**config.mk**
```make
export PLATFORM = sky130hd
export DESIGN_NAME = sccb_init_sequencer_flat
export DESIGN_NICKNAME = d
export VERILOG_FILES = /design/src/rtl/sccb_pkg.sv /design/src/rtl/sccb_init_sequencer_if.sv /design/src/rtl/sccb_init_rom.sv /design/src/rtl/sccb_init_sequencer.sv /design/src/flat_wrapper.sv
export SDC_FILE = /design/constraint.sdc
export NUM_CORES = 1
export LEC_CHECK = 0
export ABC_CLOCK_PERIOD_IN_PS = 5700
export CAP_MARGIN = 10
export CORE_AREA = 4 4 87 89
export CTS_CLUSTER_SIZE = 25
export DETAILED_ROUTE_END_ITERATION = 10
export DIE_AREA = 0 0 91 93
export GPL_TIMING_DRIVEN = 0
export HOLD_SLACK_MARGIN = 0.08
export PLACE_DENSITY = 0.86
export SLEW_MARGIN = 10
export SYNTH_ARGS = -nofsm -noshare
export SYNTH_HDL_FRONTEND = slang
export SYNTH_SLANG_ARGS = --single-unit
```
**constraint.sdc**
```tcl
create_clock -name PCLK -period 5.7 [get_ports PCLK]
set_input_delay 1.14 -clock PCLK [delete_from_list [all_inputs] [get_ports PCLK]]
set_output_delay 1.14 -clock PCLK [all_outputs]
set_load 0.03 [all_outputs]
```
**src/rtl/sccb_pkg.sv**
```systemverilog
// Shared types and constants for the SCCB init sequencer: FSM states,
// OV7670 register addresses, init-table markers and error codes.
package sccb_pkg;

  typedef enum logic [3:0] {
    IDLE,
    RST_WR,
    RST_WAIT,
    RD_PID,
    RD_VER,
    CHECK,
    FETCH,
    TBL_WR,
    GAP,
    DONE,
    ERROR
  } state_t;

  localparam logic [7:0] REG_COM7 = 8'h12;
  localparam logic [7:0] REG_PID  = 8'h0A;
  localparam logic [7:0] REG_VER  = 8'h0B;

  localparam logic [15:0] END = 16'hFFFF;
  localparam logic [7:0]  DLY = 8'hFE;

  localparam logic [1:0] ERR_NONE    = 2'b00;
  localparam logic [1:0] ERR_TIMEOUT = 2'b01;
  localparam logic [1:0] ERR_PID     = 2'b10;

endpackage

```
**src/rtl/sccb_init_sequencer_if.sv**
```systemverilog
// Command/response bundle between the init sequencer (master) and CoreSCCB (slave).
interface sccb_init_sequencer_if;

  logic       sccb_start;
  logic       sccb_rw;
  logic [7:0] sccb_id_addr;
  logic [7:0] sccb_sub_addr;
  logic [7:0] sccb_data_in;
  logic [7:0] sccb_data_out;
  logic       sccb_done;

  modport master (
    output sccb_start, sccb_rw, sccb_id_addr, sccb_sub_addr, sccb_data_in,
    input  sccb_data_out, sccb_done
  );

  modport slave (
    input  sccb_start, sccb_rw, sccb_id_addr, sccb_sub_addr, sccb_data_in,
    output sccb_data_out, sccb_done
  );

endinterface

```
**src/rtl/sccb_init_rom.sv**
```systemverilog
// Combinational sensor init table, one {sub, data} entry per index.
// Swap this file to target a different sensor.
module sccb_init_rom
  import sccb_pkg::*;
#(
  parameter int ROM_AW = 6
) (
  input  logic [ROM_AW-1:0] index,
  output logic [15:0]       entry
);

  always_comb begin
    entry = END;
    case (int'(index))
      0:       entry = 16'h3A04;
      1:       entry = 16'h40D0;
      2:       entry = {DLY, 8'h04};
      3:       entry = 16'h1101;
      4:       entry = 16'h3E00;
      5:       entry = 16'h8C00;
      default: entry = END;
    endcase
  end

endmodule

```
**src/rtl/sccb_init_sequencer.sv**
```systemverilog
// Drives CoreSCCB through soft reset, settle delay, PID/VER check and the
// init table; every state update is paced by the SCCB-rate tick.
module sccb_init_sequencer
  import sccb_pkg::*;
#(
  parameter int         ROM_AW          = 6,
  parameter int         RST_DELAY_TICKS = 100,
  parameter int         TIMEOUT_TICKS   = 4095,
  parameter logic [7:0] EXP_PID         = 8'h76,
  parameter logic [7:0] CAM_WR_ID       = 8'h42
) (
  input  logic                        PCLK,
  input  logic                        PRESET,
  input  logic                        tick,
  input  logic                        go,
  sccb_init_sequencer_if.master       bus,
  output logic                        busy,
  output logic                        init_done,
  output logic                        err,
  output logic [1:0]                  err_code,
  output logic [7:0]                  pid,
  output logic [7:0]                  ver,
  output logic [7:0]                  wr_count
);

  localparam logic [15:0] RST_LAST     = 16'(RST_DELAY_TICKS - 1);
  localparam logic [15:0] TIMEOUT_LAST = 16'(TIMEOUT_TICKS - 1);
  localparam logic [7:0]  CAM_RD_ID    = CAM_WR_ID | 8'h01;

  state_t            state, state_n, gap_next, gap_next_n;
  logic [15:0]       cnt, cnt_n;
  logic [ROM_AW-1:0] index, index_n;
  logic [7:0]        pid_n, ver_n, wr_count_n;
  logic              init_done_n, err_n;
  logic [1:0]        err_code_n;
  logic [15:0]       rom_entry;
  logic [15:0]       dly_ticks;
  logic              in_txn, rd;

  sccb_init_rom #(.ROM_AW(ROM_AW)) u_rom (
    .index (index),
    .entry (rom_entry)
  );

  assign dly_ticks = {5'd0, rom_entry[7:0], 3'd0};
  assign in_txn    = state inside {RST_WR, RD_PID, RD_VER, TBL_WR};
  assign rd        = (state == RD_PID) || (state == RD_VER);
  assign busy      = !(state inside {IDLE, DONE, ERROR});

  always_ff @(posedge PCLK or posedge PRESET) begin
    if (PRESET) begin
      state     <= IDLE;
      gap_next  <= IDLE;
      cnt       <= '0;
      index     <= '0;
      pid       <= '0;
      ver       <= '0;
      wr_count  <= '0;
      init_done <= 1'b0;
      err       <= 1'b0;
      err_code  <= ERR_NONE;
    end else if (tick) begin
      state     <= state_n;
      gap_next  <= gap_next_n;
      cnt       <= cnt_n;
      index     <= index_n;
      pid       <= pid_n;
      ver       <= ver_n;
      wr_count  <= wr_count_n;
      init_done <= init_done_n;
      err       <= err_n;
      err_code  <= err_code_n;
    end
  end

  // cnt is shared: transaction timeout, reset settle and table delays all
  // restart it from zero whenever they begin.
  always_comb begin
    state_n     = state;
    gap_next_n  = gap_next;
    cnt_n       = cnt;
    index_n     = index;
    pid_n       = pid;
    ver_n       = ver;
    wr_count_n  = wr_count;
    init_done_n = init_done;
    err_n       = err;
    err_code_n  = err_code;
    case (state)
      IDLE, DONE, ERROR: begin
        if (go) begin
          init_done_n = 1'b0;
          err_n       = 1'b0;
          err_code_n  = ERR_NONE;
          wr_count_n  = '0;
          index_n     = '0;
          cnt_n       = '0;
          state_n     = RST_WR;
        end
      end
      RST_WR, RD_PID, RD_VER, TBL_WR: begin
        if (bus.sccb_done) begin
          cnt_n   = '0;
          state_n = GAP;
          if (state == RST_WR) begin
            gap_next_n = RST_WAIT;
          end else if (state == RD_PID) begin
            pid_n      = bus.sccb_data_out;
            gap_next_n = RD_VER;
          end else if (state == RD_VER) begin
            ver_n      = bus.sccb_data_out;
            gap_next_n = CHECK;
          end else begin
            wr_count_n = (wr_count == 8'hFF) ? wr_count : wr_count + 8'd1;
            index_n    = index + 1'b1;
            gap_next_n = FETCH;
          end
        end else if (cnt == TIMEOUT_LAST) begin
          cnt_n      = '0;
          err_n      = 1'b1;
          err_code_n = ERR_TIMEOUT;
          state_n    = ERROR;
        end else begin
          cnt_n = cnt + 16'd1;
        end
      end
      GAP: begin
        cnt_n   = '0;
        state_n = gap_next;
      end
      RST_WAIT: begin
        if (cnt == RST_LAST) begin
          cnt_n   = '0;
          state_n = RD_PID;
        end else begin
          cnt_n = cnt + 16'd1;
        end
      end
      CHECK: begin
        if (pid == EXP_PID) begin
          state_n = FETCH;
        end else begin
          err_n      = 1'b1;
          err_code_n = ERR_PID;
          state_n    = ERROR;
        end
      end
      FETCH: begin
        // The last addressable entry doubles as an end marker so a table
        // missing its terminator cannot wrap back to index 0.
        if (index == {ROM_AW{1'b1}} || rom_entry == END) begin
          init_done_n = 1'b1;
          state_n     = DONE;
        end else if (rom_entry[15:8] == DLY) begin
          if (cnt + 16'd1 >= dly_ticks) begin
            cnt_n   = '0;
            index_n = index + 1'b1;
          end else begin
            cnt_n = cnt + 16'd1;
          end
        end else begin
          cnt_n   = '0;
          state_n = TBL_WR;
        end
      end
      default: state_n = IDLE;
    endcase
  end

  always_comb begin
    bus.sccb_start    = in_txn;
    bus.sccb_rw       = rd;
    bus.sccb_id_addr  = rd ? CAM_RD_ID : CAM_WR_ID;
    bus.sccb_sub_addr = 8'h00;
    bus.sccb_data_in  = 8'h00;
    case (state)
      RST_WR: begin
        bus.sccb_sub_addr = REG_COM7;
        bus.sccb_data_in  = 8'h80;
      end
      RD_PID: bus.sccb_sub_addr = REG_PID;
      RD_VER: bus.sccb_sub_addr = REG_VER;
      TBL_WR: begin
        bus.sccb_sub_addr = rom_entry[15:8];
        bus.sccb_data_in  = rom_entry[7:0];
      end
      default: ;
    endcase
  end

endmodule

```
**src/flat_wrapper.sv**
```systemverilog
// flat-port wrapper written by rule: the top's interface ports become plain ports
module sccb_init_sequencer_flat import sccb_pkg::*;
#(
  parameter int         ROM_AW          = 6,
  parameter int         RST_DELAY_TICKS = 100,
  parameter int         TIMEOUT_TICKS   = 4095,
  parameter logic [7:0] EXP_PID         = 8'h76,
  parameter logic [7:0] CAM_WR_ID       = 8'h42
)
  (PCLK, PRESET, tick, go, busy, init_done, err, err_code, pid, ver, wr_count, bus_sccb_start, bus_sccb_rw, bus_sccb_id_addr, bus_sccb_sub_addr, bus_sccb_data_in, bus_sccb_data_out, bus_sccb_done);
  sccb_init_sequencer_if bus_i ();
  input  logic PCLK;
  input  logic PRESET;
  input  logic tick;
  input  logic go;
  output logic busy;
  output logic init_done;
  output logic err;
  output logic [1:0] err_code;
  output logic [7:0] pid;
  output logic [7:0] ver;
  output logic [7:0] wr_count;
  output wire logic [$bits(bus_i.sccb_start)-1:0] bus_sccb_start;
  output wire logic [$bits(bus_i.sccb_rw)-1:0] bus_sccb_rw;
  output wire logic [$bits(bus_i.sccb_id_addr)-1:0] bus_sccb_id_addr;
  output wire logic [$bits(bus_i.sccb_sub_addr)-1:0] bus_sccb_sub_addr;
  output wire logic [$bits(bus_i.sccb_data_in)-1:0] bus_sccb_data_in;
  input wire logic [$bits(bus_i.sccb_data_out)-1:0] bus_sccb_data_out;
  input wire logic [$bits(bus_i.sccb_done)-1:0] bus_sccb_done;
  assign bus_sccb_start = bus_i.sccb_start;
  assign bus_sccb_rw = bus_i.sccb_rw;
  assign bus_sccb_id_addr = bus_i.sccb_id_addr;
  assign bus_sccb_sub_addr = bus_i.sccb_sub_addr;
  assign bus_sccb_data_in = bus_i.sccb_data_in;
  assign bus_i.sccb_data_out = bus_sccb_data_out;
  assign bus_i.sccb_done = bus_sccb_done;
  sccb_init_sequencer #(.ROM_AW(ROM_AW), .RST_DELAY_TICKS(RST_DELAY_TICKS), .TIMEOUT_TICKS(TIMEOUT_TICKS), .EXP_PID(EXP_PID), .CAM_WR_ID(CAM_WR_ID)) u_core (.PCLK(PCLK), .PRESET(PRESET), .tick(tick), .go(go), .bus(bus_i), .busy(busy), .init_done(init_done), .err(err), .err_code(err_code), .pid(pid), .ver(ver), .wr_count(wr_count));
endmodule
```
==> impl_results.md <==
* CTS root buf: clkbuf_8
* Vias in the first global route at 3616
* Worst setup path class: flip-flop to output pin
* Nets@finish at 543
* Area grow syn2layout at 24.85%
* Synth top area share at 0.3664
* Slew @ Worst Pin at 1.041 ns
* CP Capture Type: output pin
* Post-synth EDFFs at 0
* Area leader, netlist: dfrtp_1
* Fin. max-slew vios at 0
* Detailed-route DRC error count at 0
* Synth cell count leaders: 57 x dfrtp_1, 48 x nand2_1, 36 x nor2_1
* DIE HEIGHT at 93 microns
* Core Box Area at 6756 sq um
* Place WS at 1.500 ns
* PwrDens at 491.3 nW/um^2
* Initial DRT Pass Iterations at 5
* Worst R2R Start: u_core.index[0]
* Site row count at 30
* CTS hold repair buffers at 0
* Die X at 91 microns
* R2R depth at 14
* I/O Pins at 68
* Post-CTS Resized at 0
* Minimum clock period at 4.561 ns
* Via count at 3649
* Routed Antenna Nets at 0
* Initial antenna violation count at 0
* Ys flop type: dfrtp_1
* Max Clock Skew at 0.007022 ns
* Beginning of the worst hold path: u_core.err
* Max-cap viol count at 0
* Number of port buffers at 60
* Area occupied by multi-input gates at 2258 sq um
* N_diodes at 0
* Routability Congestion at 0.9524
* GR Util All Layers at 0.2489
* Clock sink count at 57
* Max VDD drop at 0.3245 mV
* Filler instances at 520
* Pin count of the biggest net entering global routing at 33
* Most frequent cell after synthesis: dfrtp_1
* Crit. Startpoint: u_core.index[0]
* CTS clk-pin slew, worst paths at 0.07 ns
* Final Hold Slack at 0.5008 ns
* Post-Syn Instances at 438
* Final worst setup slack at 1.139 ns
* Tcrit/Tclk final at 0.8003
* CTS tree: built
* H-tree levels at 3
* Synth Cell Area at 3892 sq um
* Total gr overflow at 0
* Detailed-route wire length per cell at 16.90 microns
* Post-synth cell types at 68
* Final hold viol count at 0
* Initial Util at 0.5761
* First-pass GRT wire length at 17020 microns
* Number of synthesized register bits at 57
* Worst Hold Path Cells at 1
* Cts bufs inserted at 9
* Clock buffer depth at 2
* HPWL Detailed at 7678 microns
* Crit start category: flip-flop
* Worst skew pair latency at 0.34 ns
* Arr. time, crit path at 3.42 ns
* Max Fclk at 219.2 MHz
* Ranking of synthesized cells by area: dfrtp_1 37%, mux2_2 5.5%, ha_1 4.8%
* Storage cell area at 1426 sq um
* Drt via density at 6.082
* Status: finished clean
* Setup TNS at 0 ns
* Slew HR at 0.3004
* CP max FO at 12
* Starting DRT DRC Count at 385
* Hold WC Path Type: flip-flop to flip-flop
* Final WL at 10140 microns
* Layout cell share with drive strength beyond 1 at 0.1481
* Seq/Total Area, Yosys at 0.3664
* Leakage at 2.022 nW
* Setup Buffers After CTS at 0
* Setup violators final at 0
* Full die area at 8463 sq um
* Synth warnings at 0
* Unrepaired setup endpoints after global routing: false
* Average cell area after synthesis at 8.887 sq um
* FFs w/ async S/R, synth at 1.000
* Required @ worst endpoint at 4.56 ns
where the power goes:
group	internal (mW)	leakage, nW	total (mW)	switching (mW)
logic	0.531	1.16	1.36	0.826
clock network	0.259	0.113	0.437	0.178
registers	0.510	0.751	0.593	0.0833
routing by layer:
metal / GRT usage / vias up / wire length, microns
li1: - / 1712 / -
met1: 0.3166 / 1740 / 4292
met2: 0.4120 / 183 / 4764
met3: 0.06999 / 14 / 973
met4: 0.07789 / 0 / 112
met5: 0 / - / 0
registers in the layout, summed over array words and instances (netlist names):
signal / flops
u_core.cnt: 16
u_core.err: 1
u_core.err_code: 2
u_core.gap_next: 3
u_core.index: 6
u_core.init_done: 1
u_core.pid: 8
u_core.state: 4
u_core.ver: 8
u_core.wr_count: 8
metrics by stage:
stage	total power, mW	util	instance area [sq um]	std cells
6_report	2.387	0.7193	4860	600
5_1_grt	2.552	0.7193	4860	600
4_1_cts	2.384	0.7193	4860	600
3_5_place_dp	1.940	0.6856	4632	584
3_3_place_gp	1.897	0.6826	4612	583
2_1_floorplan	1.517	-	3911	443
worst max-delay path, stage by stage (launching register included):
cell and delay, ns:
dfrtp_1 0.44, inv_1 0.11, ha_1 0.24, o21bai_1 0.10
a21oi_1 0.41, clkbuf_1 0.48, nand2_1 0.16, o21bai_1 0.29
o21ai_0 0.21, clkdlybuf4s50_1 0.65
cell type report:
cell class	count	share of cell area
buffer	32	0.03579
inverter	14	0.01081
timing repair buffer	61	0.1277
multi-input combinational	340	0.4647
tap	80	0.02060
clock inverter	6	0.01854
clock buffer	10	0.02832
sequential	57	0.2935
worst paths after layout:
check,to,slack [ns]
max in group asynchronous,u_core.cnt[5],3.95
setup reg to reg,u_core.cnt[1],1.82
setup / recovery,bus_sccb_sub_addr[1],1.14
min in group asynchronous,u_core.pid[1],1.17
hold reg to reg,u_core.err,0.50
hold / removal,u_core.err,0.50
cells in the final DEF (no fill, tap or decap), drive strengths merged, types with 7 or more instances in the layout:
cell type      instances
or2                    9
a21oi                 19
nor2                  36
clkdlybuf4s50         60
conb                   7
nand2b                 8
clkbuf                26
nand3                 21
buf                   17
nor4                   7
inv                   15
nand2                 48
nand4                 11
o21ai                 32
mux2                  20
and3                   8
dfrtp                 57
ha                    15
o211ai                 8
cell families (layout without fill, tap and decap cells):
group / count (synthesis) / count (layout) / share of synthesized area
AOI/OAI and AO/OA: 101 / 101 / 0.1855
xor gates and xnor gates: 12 / 12 / 0.02700
adders and majority gates: 15 / 15 / 0.04822
buffers and inverters: 46 / 123 / 0.05818
DFF: 57 / 57 / 0.3664
muxes: 26 / 26 / 0.07425
other: 2 / 7 / 0.001929
and+or+nand+nor: 179 / 179 / 0.2385
No activity file was read; power rests on OpenSTA's default activity.
